==> config.mk <==
export PLATFORM = sky130hd
export DESIGN_NAME = vga_sync_decoder
export DESIGN_NICKNAME = d
export VERILOG_FILES = /design/src/rtl/vga_sync_decoder_pkg.sv /design/src/rtl/vga_edge_sync.sv /design/src/rtl/vga_sync_decoder.sv
export SDC_FILE = /design/constraint.sdc
export NUM_CORES = 1
export LEC_CHECK = 0
export ABC_AREA = 1
export BUFFER_PORTS_ARGS = -buffer_cell sky130_fd_sc_hd__buf_2
export CAP_MARGIN = 15
export CORE_AREA = 2 2 106 108
export CTS_CLUSTER_SIZE = 24
export DETAILED_ROUTE_END_ITERATION = 10
export DIE_AREA = 0 0 108 110
export PLACE_DENSITY = 0.61
export SETUP_SLACK_MARGIN = 0.05
export SYNTH_ARGS = -nofsm -noshare
export SYNTH_HDL_FRONTEND = slang
export SYNTH_SLANG_ARGS = --single-unit
==> constraint.sdc <==
create_clock -name Clock -period 6.55 [get_ports Clock]
set_clock_uncertainty 0.1 [all_clocks]
set_input_delay 0.3275 -clock Clock [delete_from_list [all_inputs] [get_ports Clock]]
set_output_delay 0.3275 -clock Clock [all_outputs]
set_load 0.01 [all_outputs]
==> src/rtl/vga_sync_decoder_pkg.sv <==
// Shared VGA definitions: 640x480 timing set, colour codes and the lock-state
// encoding used by the sync decoder.
package vga_sync_decoder_pkg;

  localparam int VGA_H_VISIBLE = 640;
  localparam int VGA_H_FRONT   = 16;
  localparam int VGA_H_SYNC    = 96;
  localparam int VGA_H_BACK    = 48;
  localparam int VGA_V_VISIBLE = 480;
  localparam int VGA_V_FRONT   = 10;
  localparam int VGA_V_SYNC    = 2;
  localparam int VGA_V_BACK    = 33;

  localparam logic [2:0] COLOUR_BLACK = 3'b000;
  localparam logic [2:0] COLOUR_RED   = 3'b100;
  localparam logic [2:0] COLOUR_GREEN = 3'b010;
  localparam logic [2:0] COLOUR_BLUE  = 3'b001;
  localparam logic [2:0] COLOUR_WHITE = 3'b111;

  localparam int CNT_W = 10;
  localparam logic [CNT_W-1:0] CNT_MAX  = '1;
  localparam logic [CNT_W-1:0] CNT_EDGE = CNT_MAX - 1'b1;

  typedef enum logic [1:0] {
    ST_SEARCH  = 2'd0,
    ST_ACQUIRE = 2'd1,
    ST_LOCKED  = 2'd2
  } lock_state_t;

  function automatic logic [CNT_W-1:0] sat_inc(input logic [CNT_W-1:0] v);
    return (v == CNT_MAX) ? v : v + 1'b1;
  endfunction

endpackage

==> src/rtl/vga_edge_sync.sv <==
// Two-flop synchronizer with one-strobe falling/rising edge pulses, all
// advancing only on the pixel strobe.
module vga_edge_sync (
  input  logic clk,
  input  logic rst,
  input  logic en,
  input  logic d,
  output logic fall,
  output logic rise
);

  logic s1, s2, s3;

  always_ff @(posedge clk) begin
    if (rst) begin
      s1 <= 1'b0;
      s2 <= 1'b0;
      s3 <= 1'b0;
    end else if (en) begin
      s1 <= d;
      s2 <= s1;
      s3 <= s2;
    end
  end

  // s3 is the previous synchronized sample, used only for edge detection
  assign fall = en & s3 & ~s2;
  assign rise = en & ~s3 & s2;

endmodule

==> src/rtl/vga_sync_decoder.sv <==
// Recovers pixel position and lock status from a VGA HSYNC/VSYNC/RGB stream
// sampled on a pixel strobe; outputs lag the inputs by three strobes.
//
//  state      | meaning
//  SEARCH     | no timing reference, waiting for a VSYNC fall
//  ACQUIRE    | one frame start seen, checking one full frame
//  LOCKED     | a clean frame has been seen, pixels are reported valid
module vga_sync_decoder
  import vga_sync_decoder_pkg::*;
#(
  parameter int H_VISIBLE = VGA_H_VISIBLE,
  parameter int H_FRONT   = VGA_H_FRONT,
  parameter int H_SYNC    = VGA_H_SYNC,
  parameter int H_BACK    = VGA_H_BACK,
  parameter int V_VISIBLE = VGA_V_VISIBLE,
  parameter int V_FRONT   = VGA_V_FRONT,
  parameter int V_SYNC    = VGA_V_SYNC,
  parameter int V_BACK    = VGA_V_BACK
) (
  input  logic       Clock,
  input  logic       Reset,
  input  logic       Enable,
  input  logic       iHorizontalSync,
  input  logic       iVerticalSync,
  input  logic       iRed,
  input  logic       iGreen,
  input  logic       iBlue,
  output logic [9:0] oColumn,
  output logic [9:0] oRow,
  output logic [2:0] oPixel,
  output logic       oPixelValid,
  output logic       oLocked,
  output logic       oFrameStart,
  output logic       oError
);

  localparam logic [CNT_W-1:0] H_TOTAL_M1 = CNT_W'(H_VISIBLE + H_FRONT + H_SYNC + H_BACK - 1);
  localparam logic [CNT_W-1:0] H_START    = CNT_W'(H_SYNC + H_BACK);
  localparam logic [CNT_W-1:0] H_END      = CNT_W'(H_SYNC + H_BACK + H_VISIBLE);
  localparam logic [CNT_W-1:0] H_SYNC_W   = CNT_W'(H_SYNC);
  localparam logic [CNT_W-1:0] V_TOTAL    = CNT_W'(V_VISIBLE + V_FRONT + V_SYNC + V_BACK);
  localparam logic [CNT_W-1:0] V_START    = CNT_W'(V_SYNC + V_BACK);
  localparam logic [CNT_W-1:0] V_END      = CNT_W'(V_SYNC + V_BACK + V_VISIBLE);
  localparam logic [CNT_W-1:0] V_SYNC_W   = CNT_W'(V_SYNC);

  logic h_fall, h_rise, v_fall, v_rise;
  logic [2:0] rgb_s1, rgb_s2;
  logic [CNT_W-1:0] hcount_q, vcount_q;
  logic [CNT_W-1:0] hcount_cur, vcount_cur, v_inc;
  logic h_seen, v_seen;
  logic viol;
  lock_state_t state, state_nxt;

  logic [9:0] col_nxt, row_nxt;
  logic [2:0] pix_nxt;
  logic vis, locked_nxt, valid_nxt, fs_nxt, err_nxt;

  vga_edge_sync u_hsync (
    .clk  (Clock),
    .rst  (Reset),
    .en   (Enable),
    .d    (iHorizontalSync),
    .fall (h_fall),
    .rise (h_rise)
  );

  vga_edge_sync u_vsync (
    .clk  (Clock),
    .rst  (Reset),
    .en   (Enable),
    .d    (iVerticalSync),
    .fall (v_fall),
    .rise (v_rise)
  );

  always_ff @(posedge Clock) begin
    if (Reset) begin
      rgb_s1 <= '0;
      rgb_s2 <= '0;
    end else if (Enable) begin
      rgb_s1 <= {iRed, iGreen, iBlue};
      rgb_s2 <= rgb_s1;
    end
  end

  // Position of the sample currently at the second pipeline stage
  always_comb begin
    hcount_cur = h_fall ? '0 : sat_inc(hcount_q);
    v_inc      = h_fall ? sat_inc(vcount_q) : vcount_q;
    vcount_cur = v_fall ? '0 : v_inc;
  end

  always_comb begin
    viol = 1'b0;
    if (h_fall && h_seen && (hcount_q != H_TOTAL_M1))   viol = 1'b1;
    if (!h_fall && (hcount_q == CNT_EDGE))              viol = 1'b1;
    if (h_rise && h_seen && (hcount_cur != H_SYNC_W))   viol = 1'b1;
    if (v_fall && v_seen && (v_inc != V_TOTAL))         viol = 1'b1;
    if (v_rise && v_seen && (vcount_cur != V_SYNC_W))   viol = 1'b1;
  end

  always_ff @(posedge Clock) begin
    if (Reset) begin
      hcount_q <= '0;
      vcount_q <= '0;
      h_seen   <= 1'b0;
      v_seen   <= 1'b0;
    end else if (Enable) begin
      hcount_q <= hcount_cur;
      vcount_q <= vcount_cur;
      h_seen   <= h_seen | h_fall;
      v_seen   <= v_seen | v_fall;
    end
  end

  always_ff @(posedge Clock) begin
    if (Reset)       state <= ST_SEARCH;
    else if (Enable) state <= state_nxt;
  end

  // A violation always beats a simultaneous frame start
  always_comb begin
    state_nxt = state;
    unique case (state)
      ST_SEARCH:  if (v_fall && !viol) state_nxt = ST_ACQUIRE;
      ST_ACQUIRE: begin
        if (viol)        state_nxt = ST_SEARCH;
        else if (v_fall) state_nxt = ST_LOCKED;
      end
      ST_LOCKED:  if (viol) state_nxt = ST_SEARCH;
      default:    state_nxt = ST_SEARCH;
    endcase
  end

  always_comb begin
    vis = (hcount_cur >= H_START) && (hcount_cur < H_END) &&
          (vcount_cur >= V_START) && (vcount_cur < V_END);
    col_nxt    = vis ? hcount_cur - H_START : '0;
    row_nxt    = vis ? vcount_cur - V_START : '0;
    pix_nxt    = vis ? rgb_s2 : '0;
    locked_nxt = (state_nxt == ST_LOCKED);
    valid_nxt  = vis && locked_nxt;
    fs_nxt     = valid_nxt && (col_nxt == '0) && (row_nxt == '0);
    err_nxt    = viol && (state != ST_SEARCH);
  end

  always_ff @(posedge Clock) begin
    if (Reset) begin
      oColumn     <= '0;
      oRow        <= '0;
      oPixel      <= '0;
      oPixelValid <= 1'b0;
      oLocked     <= 1'b0;
      oFrameStart <= 1'b0;
      oError      <= 1'b0;
    end else if (Enable) begin
      oColumn     <= col_nxt;
      oRow        <= row_nxt;
      oPixel      <= pix_nxt;
      oPixelValid <= valid_nxt;
      oLocked     <= locked_nxt;
      oFrameStart <= fs_nxt;
      oError      <= err_nxt;
    end
  end

endmodule

**Yosys cells after proc, flatten, opt, wreduce, memory -nomap -nowiden**

Cells that the tools add are included.

- Flip-flop bits (word level): 63
- Bits of input ports: 8

- $add $sub $neg: 4
- Magnitude comparators: 4
- Eq/ne operators: 10
- Muxes and demuxes: 18
- Bitwise logic cells: 14
- Reductions and logical operators: 23

Operators by type and width:

| cell | count |
|---|---|
| 2-to-1 mux 10 bit | 7 |
| == test 10 bit, second input constant | 3 |
| adder 10 x 1 -> 10 bit, second input constant | 2 |
| logical NOT 10 bit | 2 |
| < comparator 10 bit, second input constant | 2 |
| != test 10 bit, second input constant | 2 |
| logical AND 1 bit | 17 |
| greater-or-equal comparator 10 x 6 -> 1 bit, second input constant | 1 |
| greater-or-equal comparator 10 x 8 -> 1 bit, second input constant | 1 |
| != test 10 x 2 -> 1 bit, second input constant | 1 |
| != test 10 x 7 -> 1 bit, second input constant | 1 |
| subtractor 10 x 6 -> 10 bit, second input constant | 1 |
| subtractor 10 x 8 -> 10 bit, second input constant | 1 |
| AND 1 bit | 8 |
| 2-to-1 mux 2 bit | 4 |
| one-hot mux 2 bit (3 select lines) | 1 |
| 2-to-1 mux 1 bit | 5 |
| == test 2 bit, second input constant | 2 |
| inverter 1 bit | 4 |
| 2-to-1 mux 3 bit | 1 |
| == test 2 x 1 -> 1 bit, second input constant | 1 |
| logical NOT 1 bit | 2 |
| logical NOT 2 bit | 1 |
| OR 1 bit | 2 |
| nonzero test 2 bit | 1 |

**Logic depth before layout (Yosys ltp)**

Gate-level depths: netlist of the first run.

- Word-level depth: 17
- Gate-level depth with buffers: 20

**Modules after synthesis**

From an unflattened synthesis of the first run, not the netlist that was laid out.

- Cells, all modules: 574
- Area total of the unflattened synthesis: 3,779.9 um^2

By module, submodules not included:

| module | times used | cells each | area each (um^2) | sequential area each (um^2) |
|---|---|---|---|---|
| vga_sync_decoder | 1 | 540 | 3,539.6 | 1,141.1 |
| vga_edge_sync | 2 | 17 | 120.1 | 60.1 |

**Least setup slack after synthesis of the first run**

OpenSTA, ideal clock, no wires.

- Kind: register to register
- Start point: reg vcount_q[0]
- End point: reg oFrameStart
- Arrival time: 2,397 ps
- Required time: 6,318 ps
- Path slack: 3,921 ps
- Stages on the path, launching flop included: 20
- Buffers on the path: 0
- Period minus slack after synthesis: 2,629 ps
- Cell sequence: dfxtp_1 > ha_1 > nand2_2 > nor2_4 > nand3_4 > nand3b_1 > nand2_1 > nor2_1 > ha_1 > inv_1 > nand4_1 > nand2_1 > nand2_1 > nand3_2 > nor2_4 > o21ai_0 > nand2_1 > nor2_1 > nand3_1 > a21oi_1

- Cells in the longest elaborated chain, start to end: 15
- Elaborated cells between the ends (all ways): 30
- Classes of those cells: add/sub (2); order compare (2); eq/ne (4); mux (11); reduce/logical (11)

Ends and longest elaborated chain:

| item | line | RTL |
|---|---|---|
| start, declared | vga_sync_decoder.sv:48 | `logic [CNT_W-1:0] hcount_q, vcount_q;` |
| start signal, assigned | vga_sync_decoder.sv:110 | `vcount_q <= vcount_cur;` |
| adder 10 x 1 -> 10 bit or == test 10 bit (tied branches) | vga_sync_decoder_pkg.sv:31 | `return (v == CNT_MAX) ? v : v + 1'b1;` |
| 2-to-1 mux 10 bit (*) | vga_sync_decoder_pkg.sv:31 |  |
| 2-to-1 mux 10 bit (*) | vga_sync_decoder.sv:89 | `v_inc = h_fall ? sat_inc(vcount_q) : vcount_q;` |
| 2-to-1 mux 10 bit (*) | vga_sync_decoder.sv:90 | `vcount_cur = v_fall ? '0 : v_inc;` |
| via vcount_cur[1] | vga_sync_decoder.sv:49 | `logic [CNT_W-1:0] hcount_cur, vcount_cur, v_inc;` |
| != test 10 x 2 -> 1 bit | vga_sync_decoder.sv:99 | `if (v_rise && v_seen && (vcount_cur != V_SYNC_W)) viol = 1'b1;` |
| logical AND 1 bit | vga_sync_decoder.sv:99 |  |
| 2-to-1 mux 1 bit | vga_sync_decoder.sv:99 |  |
| logical NOT 1 bit | vga_sync_decoder.sv:125 | `ST_SEARCH: if (v_fall && !viol) state_nxt = ST_ACQUIRE;` |
| logical AND 1 bit | vga_sync_decoder.sv:125 |  |
| 2-to-1 mux 2 bit | vga_sync_decoder.sv:125 |  |
| one-hot mux 2 bit (3 select lines) | vga_sync_decoder.sv:124 | `unique case (state)` |
| == test 2 bit | vga_sync_decoder.sv:141 | `locked_nxt = (state_nxt == ST_LOCKED);` |
| logical AND 1 bit | vga_sync_decoder.sv:142 | `valid_nxt = vis && locked_nxt;` |
| logical AND 1 bit | vga_sync_decoder.sv:143 | `fs_nxt = valid_nxt && (col_nxt == '0) && (row_nxt == '0);` |
| logical AND 1 bit (*) | vga_sync_decoder.sv:143 |  |
| end signal, assigned | vga_sync_decoder.sv:162 | `oFrameStart <= fs_nxt;` |
| end, declared | vga_sync_decoder.sv:33 | `output logic oFrameStart,` |

Mark *: on every way through the listed nets, which the timed path passes. The rest lies on a longest branch.
A chain may end at the register's enable or synchronous reset.

**Worst setup path in the final report of the first run**

- Start point: reg hcount_q[1]
- End point: reg oFrameStart

- Cells in the longest elaborated chain, start to end: 16
- Elaborated cells between the ends (all ways): 35
- Classes of those cells: add/sub (2); order compare (2); eq/ne (5); mux (13); reduce/logical (13)

Ends and longest elaborated chain:

| item | line | RTL |
|---|---|---|
| start, declared | vga_sync_decoder.sv:48 |  |
| start signal, assigned | vga_sync_decoder.sv:109 | `hcount_q <= hcount_cur;` |
| adder 10 x 1 -> 10 bit or == test 10 bit (tied branches) | vga_sync_decoder_pkg.sv:31 |  |
| 2-to-1 mux 10 bit (*) | vga_sync_decoder_pkg.sv:31 |  |
| 2-to-1 mux 10 bit (*) | vga_sync_decoder.sv:88 | `hcount_cur = h_fall ? '0 : sat_inc(hcount_q);` |
| via hcount_cur[4] | vga_sync_decoder.sv:49 |  |
| != test 10 x 7 -> 1 bit | vga_sync_decoder.sv:97 | `if (h_rise && h_seen && (hcount_cur != H_SYNC_W)) viol = 1'b1;` |
| logical AND 1 bit | vga_sync_decoder.sv:97 |  |
| 2-to-1 mux 1 bit | vga_sync_decoder.sv:97 |  |
| 2-to-1 mux 1 bit | vga_sync_decoder.sv:98 | `if (v_fall && v_seen && (v_inc != V_TOTAL)) viol = 1'b1;` |
| 2-to-1 mux 1 bit | vga_sync_decoder.sv:99 |  |
| logical NOT 1 bit | vga_sync_decoder.sv:125 |  |
| logical AND 1 bit | vga_sync_decoder.sv:125 |  |
| 2-to-1 mux 2 bit | vga_sync_decoder.sv:125 |  |
| one-hot mux 2 bit (3 select lines) | vga_sync_decoder.sv:124 |  |
| == test 2 bit | vga_sync_decoder.sv:141 |  |
| logical AND 1 bit | vga_sync_decoder.sv:142 |  |
| logical AND 1 bit | vga_sync_decoder.sv:143 |  |
| logical AND 1 bit (*) | vga_sync_decoder.sv:143 |  |

Marks and branches as above.

==> reports/results.txt, run 1 <==
Final ANT Viol Nets - 0
Hold slack - 0.106 ns
Slew @ Worst Pin - 0.902 ns
Largest net degree at the start of global routing - 63
Antenna Cells - 0
Startpoint types - register
Global-route track usage on met3 - 0.0323
Critical Path Source - hcount_q[1]
Die height - 110 um
Nets - 570
Synth async-reset ratio - 0
Max-slew headroom - 0.398
Final setup fails - 0
Drt via density - 4.86
Share of layout cells above drive strength 1 - 0.182
CP endpoint kind - register
Routed vias - 3400
GR met2 Demand/Resource - 0.243
Worst r2r src - hcount_q[1]
Critical path type - reg2reg
Post-Syn Nets - 544
Port Buf Inserts - 34
Initial antenna violation count - 0
GPL Wtd Cong - 0.838
DR iter-0 viols - 182
Worst EP arrival - 3.40 ns
Leakage power - 0.00179 uW
Die W - 108 um
Outcome - complete, no violations
Final HPWL DP - 6470 um
R2R cell count - 19
Met1 usage - 0.214
Fmax achieved - 305 MHz
Starting Density - 0.342
Number of buffers created by CTS - 9
Sequential element share of the synthesized area - 0.344
CTS tree - yes
Placed Cells incl. Taps - 683
Die area - 0.0119 mm2
Vias in the first global route - 3102
RSZ-0062 raised after global routing - no
Reg2reg end - oFrameStart
Root Driver - clkbuf_8
Final Max Tran Viols - 0
Drt wl/cell - 12.6 um
GRT overflow - 0
Clock-pin transition on the worst setup and hold timing paths - 0.08 ns
MaxCap Viol Count - 0
Final non-filler cell area - 0.00413 mm2
Final hold viol count - 0
Clock sinks - 63
Core Footprint - 0.0107 mm2
Setup repair bufs after CTS - 0
DRC - 0
Clk buf depth - 2
Placement Cell Area - 0.00392 mm2
Ys Warns - 0
Area occupied by multi-input gates - 0.00211 mm2
Total GRT Usage - 0.155
Crit share post-route - 0.501
Worst Path Max Fanout - 19
Synth-to-Final Area Change - 12.7%
Drt first pass iters - 4
Final Util - 0.386
Post-synthesis cell type count - 38
Ports - 35
# fillers - 1159
Setup tns final - 0 ns
H-Tree Depth - 3
Clk Latency, worst-skew pair - 0.35 ns
Finished Layout Cells - 699
Hold-critical path depth - 3
VDD IR max - 0.000113 V
Power per cell area - 213 mW/mm2
Min-Delay Path Class - in2reg
Mean Syn Cell Area - 6.94 um2
Count leader, synth - nand2_1
Post-Synthesis Cells - 528
Synth Register Bits - 63
Reg area - 0.00126 mm2
Area leader, netlist - dfxtp_1
Period minus WS final - 3.28 ns
Top-area cell type share of the netlist area - 0.344
CP endpoint - oFrameStart
Top Usage Layer GRT - met2
Worst reg-to-reg setup slack - 3.27 ns
Num rows - 38
Main synth FF type - dfxtp_1
Dominant cells by area after synthesis - dfxtp_1, nand2_1, nor2_1
First-pass GRT wire length - 14800 um
Netlist Area Pre-Place - 0.00366 mm2
Post-CTS sizing - 0
Number of synthesized flops with an enable pin - 0
Worst endpoint required time - 6.67 ns
Top post-synthesis cells by count - nand2_1, dfxtp_1, nor2_1
Routed WL - 8810 um
Hold Buf Count CTS - 0
cell usage in the layout (no fill, tap or decap), types with 2 or more instances in the layout:
| cell type | synthesis | routed |
|---|---|---|
| nand3_4 | 3 | 3 |
| nor3_1 | 2 | 2 |
| nor2_1 | 61 | 61 |
| clkinv_4 | 0 | 2 |
| a21oi_1 | 43 | 43 |
| clkbuf_8 | 0 | 10 |
| nor2_4 | 5 | 5 |
| a211oi_1 | 7 | 7 |
| nand4_1 | 12 | 12 |
| nand3_2 | 16 | 16 |
| inv_1 | 49 | 49 |
| o211ai_1 | 2 | 2 |
| nor4_1 | 2 | 2 |
| nand3b_1 | 4 | 4 |
| dfxtp_1 | 63 | 63 |
| or2_2 | 2 | 2 |
| o21ai_0 | 44 | 44 |
| nand2_2 | 10 | 10 |
| ha_1 | 8 | 8 |
| xor2_1 | 3 | 3 |
| xnor2_1 | 4 | 4 |
| inv_2 | 4 | 4 |
| o21ai_1 | 2 | 2 |
| nand3_1 | 34 | 34 |
| nand2_1 | 114 | 114 |
| nor2_2 | 4 | 4 |
| buf_2 | 2 | 34 |
flip-flops by register name, indices dropped and copies added, names as in the netlist:
signal	flops
hcount_q	10
oColumn	10
oRow	10
vcount_q	10
oPixel	3
rgb_s1	3
rgb_s2	3
state	2
h_seen	1
oError	1
oFrameStart	1
oLocked	1
oPixelValid	1
u_hsync.s1	1
u_hsync.s2	1
u_hsync.s3	1
u_vsync.s1	1
u_vsync.s2	1
u_vsync.s3	1
v_seen	1
how the worst min path moves through the flow:
stage,start,to
global placement,oRow[0],oRow[0]
CTS,iVerticalSync,u_vsync.s1
global route,iVerticalSync,u_vsync.s1
detailed placement,oPixel[0],oPixel[0]
floorplan,Reset,u_hsync.s3
finish,iVerticalSync,u_vsync.s1
area by class of cell:
cell class,instances,area share
Clock buffer,10,0.0333
Clock inverter,6,0.0167
Inverter,53,0.0482
Multi-Input combinational cell,392,0.511
Sequential cell,63,0.305
Tap cell,140,0.0424
Timing Repair Buffer,35,0.0430
where the power goes:
| part | internal, uW | switching (uW) | total (uW) |
|---|---|---|---|
| sequential | 401 | 14.8 | 415 |
| combinational | 36.9 | 77.5 | 114 |
| clock | 188 | 164 | 352 |
metrics by stage:
step,worst slack [ns],total power [uW]
final,3.27,882
after global routing,2.94,926
after CTS,3.29,888
after detailed placement,3.00,538
after global placement,3.14,536
after floorplan,3.92,507
logic make-up (layout without fill, tap and decap cells):
family	after synthesis	after routing	share of synthesized area
DFF	63	63	0.344
buffers and inverters	73	104	0.0796
xor gates and xnor gates	7	7	0.0167
and+or+nand+nor	273	273	0.378
AOI/OAI and AO/OA	104	104	0.154
adders and majority gates	8	8	0.0273
worst max-delay path, stage by stage (launching register included):
cell	delay, ns
dfxtp_1	0.45
ha_1	0.28
inv_1	0.09
nor2_4	0.19
nand2_1	0.09
xor2_1	0.15
nand2_1	0.19
inv_1	0.19
ha_1	0.17
nand2_1	0.06
nor2_1	0.09
nand2_1	0.06
nand2_1	0.12
nand3_2	0.15
nor2_4	0.33
o21ai_0	0.15
nand2_1	0.10
nor2_1	0.05
nand3_1	0.07
a21oi_1	0.06
layer usage:
layer | wire, um | part of all wire
met3 | 318 | 0.036
met2 | 3930 | 0.45
met4 | 105 | 0.012
met5 | 0 | 0
met1 | 4450 | 0.51
Power figures use the tool's default switching activity.
==> run 2, diff against run 1 <==
clock period = 3.44 ns   (was 6.55 ns; I/O delays follow)
==> run 2 against run 1 <==
Compared with the run above:
- worst setup slack worse by 2.9 ns
- total power rose by 91%
- die area unchanged
- maximum frequency up 6.5%
- non-clock buffer count is 13 higher
- clock-buffer cell count stayed put
- wire length rose by 0.77%
- utilization up 1.1 points
- clock power increased by 90%
- critical path type unchanged
- hold slack better by 0.045 ns
==> reports/results.txt, run 2 (synthesized netlist as in run 1, its figures left out) <==
Internal - 1200 uW (+91%)
Nets - 583 (+2.3%)
GRT overflow - 0 (unchanged)
Max Used Layer - met4
Met3 wire length - 285 um (-10%)
Drt wl/cell - 12.5 um (-1.1%)
Initial antenna violation count - 0 (unchanged)
Slew @ Worst Pin - 0.803 ns (-0.0994 ns)
Worst EP arrival - 3.20 ns (-0.20 ns)
Port Buf Inserts - 34 (unchanged)
Worst Path Max Fanout - 9 (-10)
Final HPWL DP - 6460 um (-0.22%)
Clk buf depth - 2 (unchanged)
Largest net degree at the start of global routing - 48 (-24%)
Most frequent cells in the layout - nand2_1, dfxtp_1, nor2_1, inv_1, o21ai_0
Drt first pass iters - 4 (unchanged)
First-pass GRT wire length - 14800 um (about the same)
Root Driver - clkbuf_8
Sequential power share - 0.469 (-0.002)
Number of buffers created by CTS - 9 (unchanged)
Final hold viol count - 0 (unchanged)
Final setup fails - 0 (unchanged)
Final ANT Viol Nets - 0 (unchanged)
Fmax achieved - 325 MHz (+6.5%)
Most common cell after layout, fill and taps aside - nand2_1
Leakage power - 0.00185 uW (+3.4%)
Finished Layout Cells - 712 (+1.9%)
Period minus WS final - 3.08 ns (-0.199 ns)
Met1 wire length - 4390 um (-1.4%)
Met2 WL - 4000 um (+1.7%)
H-Tree Depth - 3 (unchanged)
Num rows - 38 (unchanged)
Total GRT Usage - 0.157 (+0.00200)
Setup tns final - 0 ns (unchanged)
Placed Cells incl. Taps - 687 (+0.59%)
Dpl ws - 0.300 ns (-2.70 ns)
Vias in the first global route - 3200 (+3.2%)
Startpoint types - register
Final Max Tran Viols - 0 (unchanged)
Drt via density - 4.86 (about the same)
CTS tree - yes
Comb pwr share - 0.133 (+0.003)
Hold slack - 0.150 ns (+0.0448 ns)
Critical path type - reg2reg
RSZ-0062 raised after global routing - no
Sw Pwr - 487 uW (+90%)
Crit share post-route - 0.895 (+0.395)
Share of layout cells above drive strength 1 - 0.196 (+0.0133)
Final Util - 0.397 (+0.0106)
GPL Wtd Cong - 0.872 (+4.1%)
Antenna Cells - 0 (unchanged)
Clock sinks - 63 (unchanged)
Starting Density - 0.342 (unchanged)
Synth-to-Final Area Change - 15.8%
Min-Delay Path Class - in2reg
VDD IR max - 0.000334 V (+200%)
DR iter-0 viols - 177 (-2.7%)
Sw Share - 0.289 (-0.00133)
Worst reg-to-reg setup slack - 0.36 ns (-2.91 ns)
Worst endpoint required time - 3.56 ns (-3.11 ns)
Clock-pin transition on the worst setup and hold timing paths - 0.08 ns (about the same)
Max-slew headroom - 0.464 (+0.0664)
Ports - 35 (unchanged)
Routed WL - 8870 um (+0.77%)
Die W - 108 um (unchanged)
DRC - 0 (unchanged)
Die height - 110 um (unchanged)
Routed vias - 3462 (+1.8%)
Power per cell area - 397 mW/mm2 (+86%)
Die area - 0.0119 mm2 (unchanged)
Core Footprint - 0.0107 mm2 (unchanged)
Outcome - complete, no violations
Share of total power in the clock network - 0.397 (-0.002)
Clk Latency, worst-skew pair - 0.35 ns (about the same)
CP endpoint kind - register
MaxCap Viol Count - 0 (unchanged)
Final WS setup - 0.360 ns (-2.91 ns)
run 2: area by class of cell:
class	instances	area, um2
Fill cell	1142	6450
Multi-Input combinational cell	392	2110
Sequential cell	63	1260
Timing Repair Buffer	48	288
Inverter	53	199
Tap cell	140	175
Clock buffer	10	138
Clock inverter	6	68.8
run 2: per-stage QoR:
stage	area (um2)	total power, uW
global placement	3950	1020
floorplan	3660	965
CTS	4210	1700
detailed placement	3950	1020
global route	4240	1770
finish	4240	1680
run 2: final timing paths:
check | startpoint | end | cells after the start
max reg2reg | hcount_q[1] | oFrameStart | 17
min | Reset | vcount_q[5] | 2
max | hcount_q[1] | oFrameStart | 17
min reg2reg | oError | oError | 2
run 2: metal layers:
layer,GRT usage,vias to the layer above
met5,0,-
met3,0.0329,12
met4,0.0641,0
met1,0.204,1572
li1,-,1820
met2,0.255,58
run 2: power groups by stage:
stage	combinational [uW]	clock (uW)	sequential [uW]
floorplan	159	0	806
global placement	217	0	806
detailed placement	217	0	807
CTS	224	688	790
global route	255	717	795
finish	224	670	790
run 2: critical path, stage by stage (launching register included):
cell and delay [ns]:
dfxtp_1 0.43, ha_1 0.27, inv_1 0.09, nor2_4 0.20, nand3_4 0.16, nand3_1 0.14
nand2_1 0.14, ha_1 0.27, a21oi_2 0.18, nor2_1 0.06, nand2_1 0.09, nand3_2 0.14
nor2_4 0.16, buf_4 0.16, buf_4 0.12, o31ai_1 0.06, nand3_1 0.09, a21oi_1 0.06
run 2: timing repair:
item / in CTS / in global routing
hold buffers: 5 / 0
endpoints found under the setup margin: 0 / 8
setup buffers: 0 / 4
hold endpoints to repair: 5 / 0
resized for setup: 0 / 2
==> run 3, diff against run 2 <==
GPL_TIMING_DRIVEN = 0   (was unset)
==> run 3 against run 2 <==
Compared with the run above:
- non-clock buffer count grew 13
- sequential power is essentially flat
- largest power group unchanged
- die area is the same
- clock-buffer cell count shrank 1
- flip-flop and latch count is the same
- wire length grew 7.4%
- first-iteration DRC count grew 24%
- maximum frequency shrank 1.8%
- utilization grew 0.18 points
- worst setup slack lost 0.057 ns
- design area grew 0.44%
- total power shrank 5.8%
==> reports/results.txt, run 3 (synthesized netlist as in run 1, its figures left out) <==
Worst reg-to-reg setup slack - 0.30 ns (-0.06 ns)
Max-slew headroom - 0.644 (+0.180)
Most frequent cells in the layout - nand2_1, dfxtp_1, nor2_1, inv_1, o21ai_0
Hold-critical path depth - 4 (+2)
Total GRT Usage - 0.167 (+0.0102)
Clock sinks - 63 (unchanged)
Placed Cells incl. Taps - 701 (+2.0%)
Crit share post-route - 0.912 (+0.0165)
GRT overflow - 0 (unchanged)
Clk Latency, worst-skew pair - 0.34 ns (about the same)
Hold_sp - Enable
Drt via density - 4.95 (+1.8%)
Largest net degree at the start of global routing - 13 (-73%)
Port Buf Inserts - 33 (-2.9%)
Worst EP arrival - 3.25 ns (+0.05 ns)
Antenna Cells - 0 (unchanged)
Clock-pin transition on the worst setup and hold timing paths - 0.08 ns (about the same)
Die W - 108 um (unchanged)
Worst Path Max Fanout - 8 (-1)
RSZ-0062 raised after global routing - no
Final Max Tran Viols - 0 (unchanged)
Drt wl/cell - 13.1 um (+5.4%)
Hold endpoint - u_hsync.s2
Clk buf depth - 2 (unchanged)
Synth-to-Final Area Change - 16.4%
Vias in the first global route - 3340 (+4.4%)
Reg2reg end - oFrameStart
Most common cell after layout, fill and taps aside - nand2_1
Starting Density - 0.342 (unchanged)
CP endpoint kind - register
Nets - 596 (+2.2%)
GPL Wtd Cong - 0.848 (-2.8%)
Period minus WS final - 3.14 ns (+0.0566 ns)
Die area - 0.0119 mm2 (unchanged)
Fmax achieved - 319 MHz (-1.8%)
Leakage power - 0.00183 uW (-1.2%)
R2R cell count - 20 (+3)
Routed vias - 3587 (+3.6%)
Worst r2r src - vcount_q[0]
Final HPWL DP - 7280 um (+13%)
Final hold viol count - 0 (unchanged)
Drt first pass iters - 5 (+1)
Core Footprint - 0.0107 mm2 (unchanged)
Share of layout cells above drive strength 1 - 0.193 (-0.00264)
Final setup fails - 0 (unchanged)
Min-Delay Path Class - in2reg
Setup tns final - 0 ns (unchanged)
Root Driver - clkbuf_8
Ports - 35 (unchanged)
CTS tree - yes
H-Tree Depth - 3 (unchanged)
Initial antenna violation count - 0 (unchanged)
Slew @ Worst Pin - 0.534 ns (-0.268 ns)
Startpoint types - register
Power per cell area - 372 mW/mm2 (-6.2%)
Outcome - complete, no violations
Critical path type - reg2reg
First-pass GRT wire length - 15700 um (+6.0%)
Die height - 110 um (unchanged)
Num rows - 38 (unchanged)
DRC - 0 (unchanged)
Finished Layout Cells - 725 (+1.8%)
DR iter-0 viols - 220 (+24%)
Final ANT Viol Nets - 0 (unchanged)
MaxCap Viol Count - 0 (unchanged)
Routed WL - 9530 um (+7.4%)
Number of buffers created by CTS - 9 (unchanged)
Worst endpoint required time - 3.55 ns (about the same)
VDD IR max - 0.000218 V (-35%)
[run 3: worst max-delay path by stage]
stage                            from          end  slack [ns]  cells after the start
final                     vcount_q[0]  oFrameStart        0.30                     20
after global routing      hcount_q[0]  oFrameStart        0.06                     18
after CTS                 vcount_q[0]  oFrameStart        0.30                     19
after detailed placement  vcount_q[0]  oFrameStart        0.30                     19
after global placement    vcount_q[0]  oFrameStart        0.35                     19
after floorplan           vcount_q[0]  oFrameStart        0.81                     19
[run 3: routing by layer]
layer	up-vias	track usage	share of wire
met5	-	0	0
met4	0	0.0696	0.020
met3	13	0.0259	0.039
met2	68	0.284	0.48
met1	1654	0.212	0.46
li1	1852	-	-
[run 3: final cells by class]
| cell class | instances | area (um2) |
|---|---|---|
| Clock buffer | 9 | 124 |
| Clock inverter | 7 | 50.0 |
| Fill cell | 1118 | 6430 |
| Buffer | 20 | 92.6 |
| Tap cell | 140 | 175 |
| Timing Repair Buffer | 41 | 238 |
| Inverter | 53 | 199 |
| Sequential cell | 63 | 1260 |
| Multi-Input combinational cell | 392 | 2120 |
[run 3: where the power goes]
group	total, uW	leakage, uW	internal (uW)	switching [uW]
Combinational	233	0.00123	79.6	153
Sequential	791	0.000517	763	28.3
Clock	563	0.0000812	260	303
[run 3: worst max-delay path: stages, from the launching register on]
cell      delay (ns)
dfxtp_2         0.37
ha_2            0.21
nand2_2         0.10
nor2_4          0.15
nand3_4         0.15
nand3_1         0.14
nand3_2         0.17
inv_1           0.14
ha_1            0.17
inv_1           0.08
nand4_1         0.16
nand2_2         0.10
nand2_1         0.10
nand3_2         0.12
nor2_4          0.21
clkbuf_2        0.19
nand2_1         0.08
nand3_1         0.10
nor2_1          0.04
nand3_1         0.07
a21oi_1         0.06
[run 3: timing repair]
item | CTS | global route
resized for setup | 0 | 6
endpoints found under the hold margin | 7 | 0
endpoints found under the setup margin | 0 | 4
hold buffers | 6 | 0
buffers inserted | 0 | 2
[run 3: stage by stage]
stage,cell area (um2),setup WS (ns),utilization,total power [uW],hold slack (ns)
4_1_cts,4240,0.298,0.396,1600,0.273
3_5_place_dp,4000,0.296,0.374,1030,0.311
5_1_grt,4260,0.0604,0.398,1670,0.302
6_report,4260,0.303,0.398,1590,0.299
2_1_floorplan,3660,0.811,-,965,0.150
3_3_place_gp,4000,0.351,0.374,1030,0.299
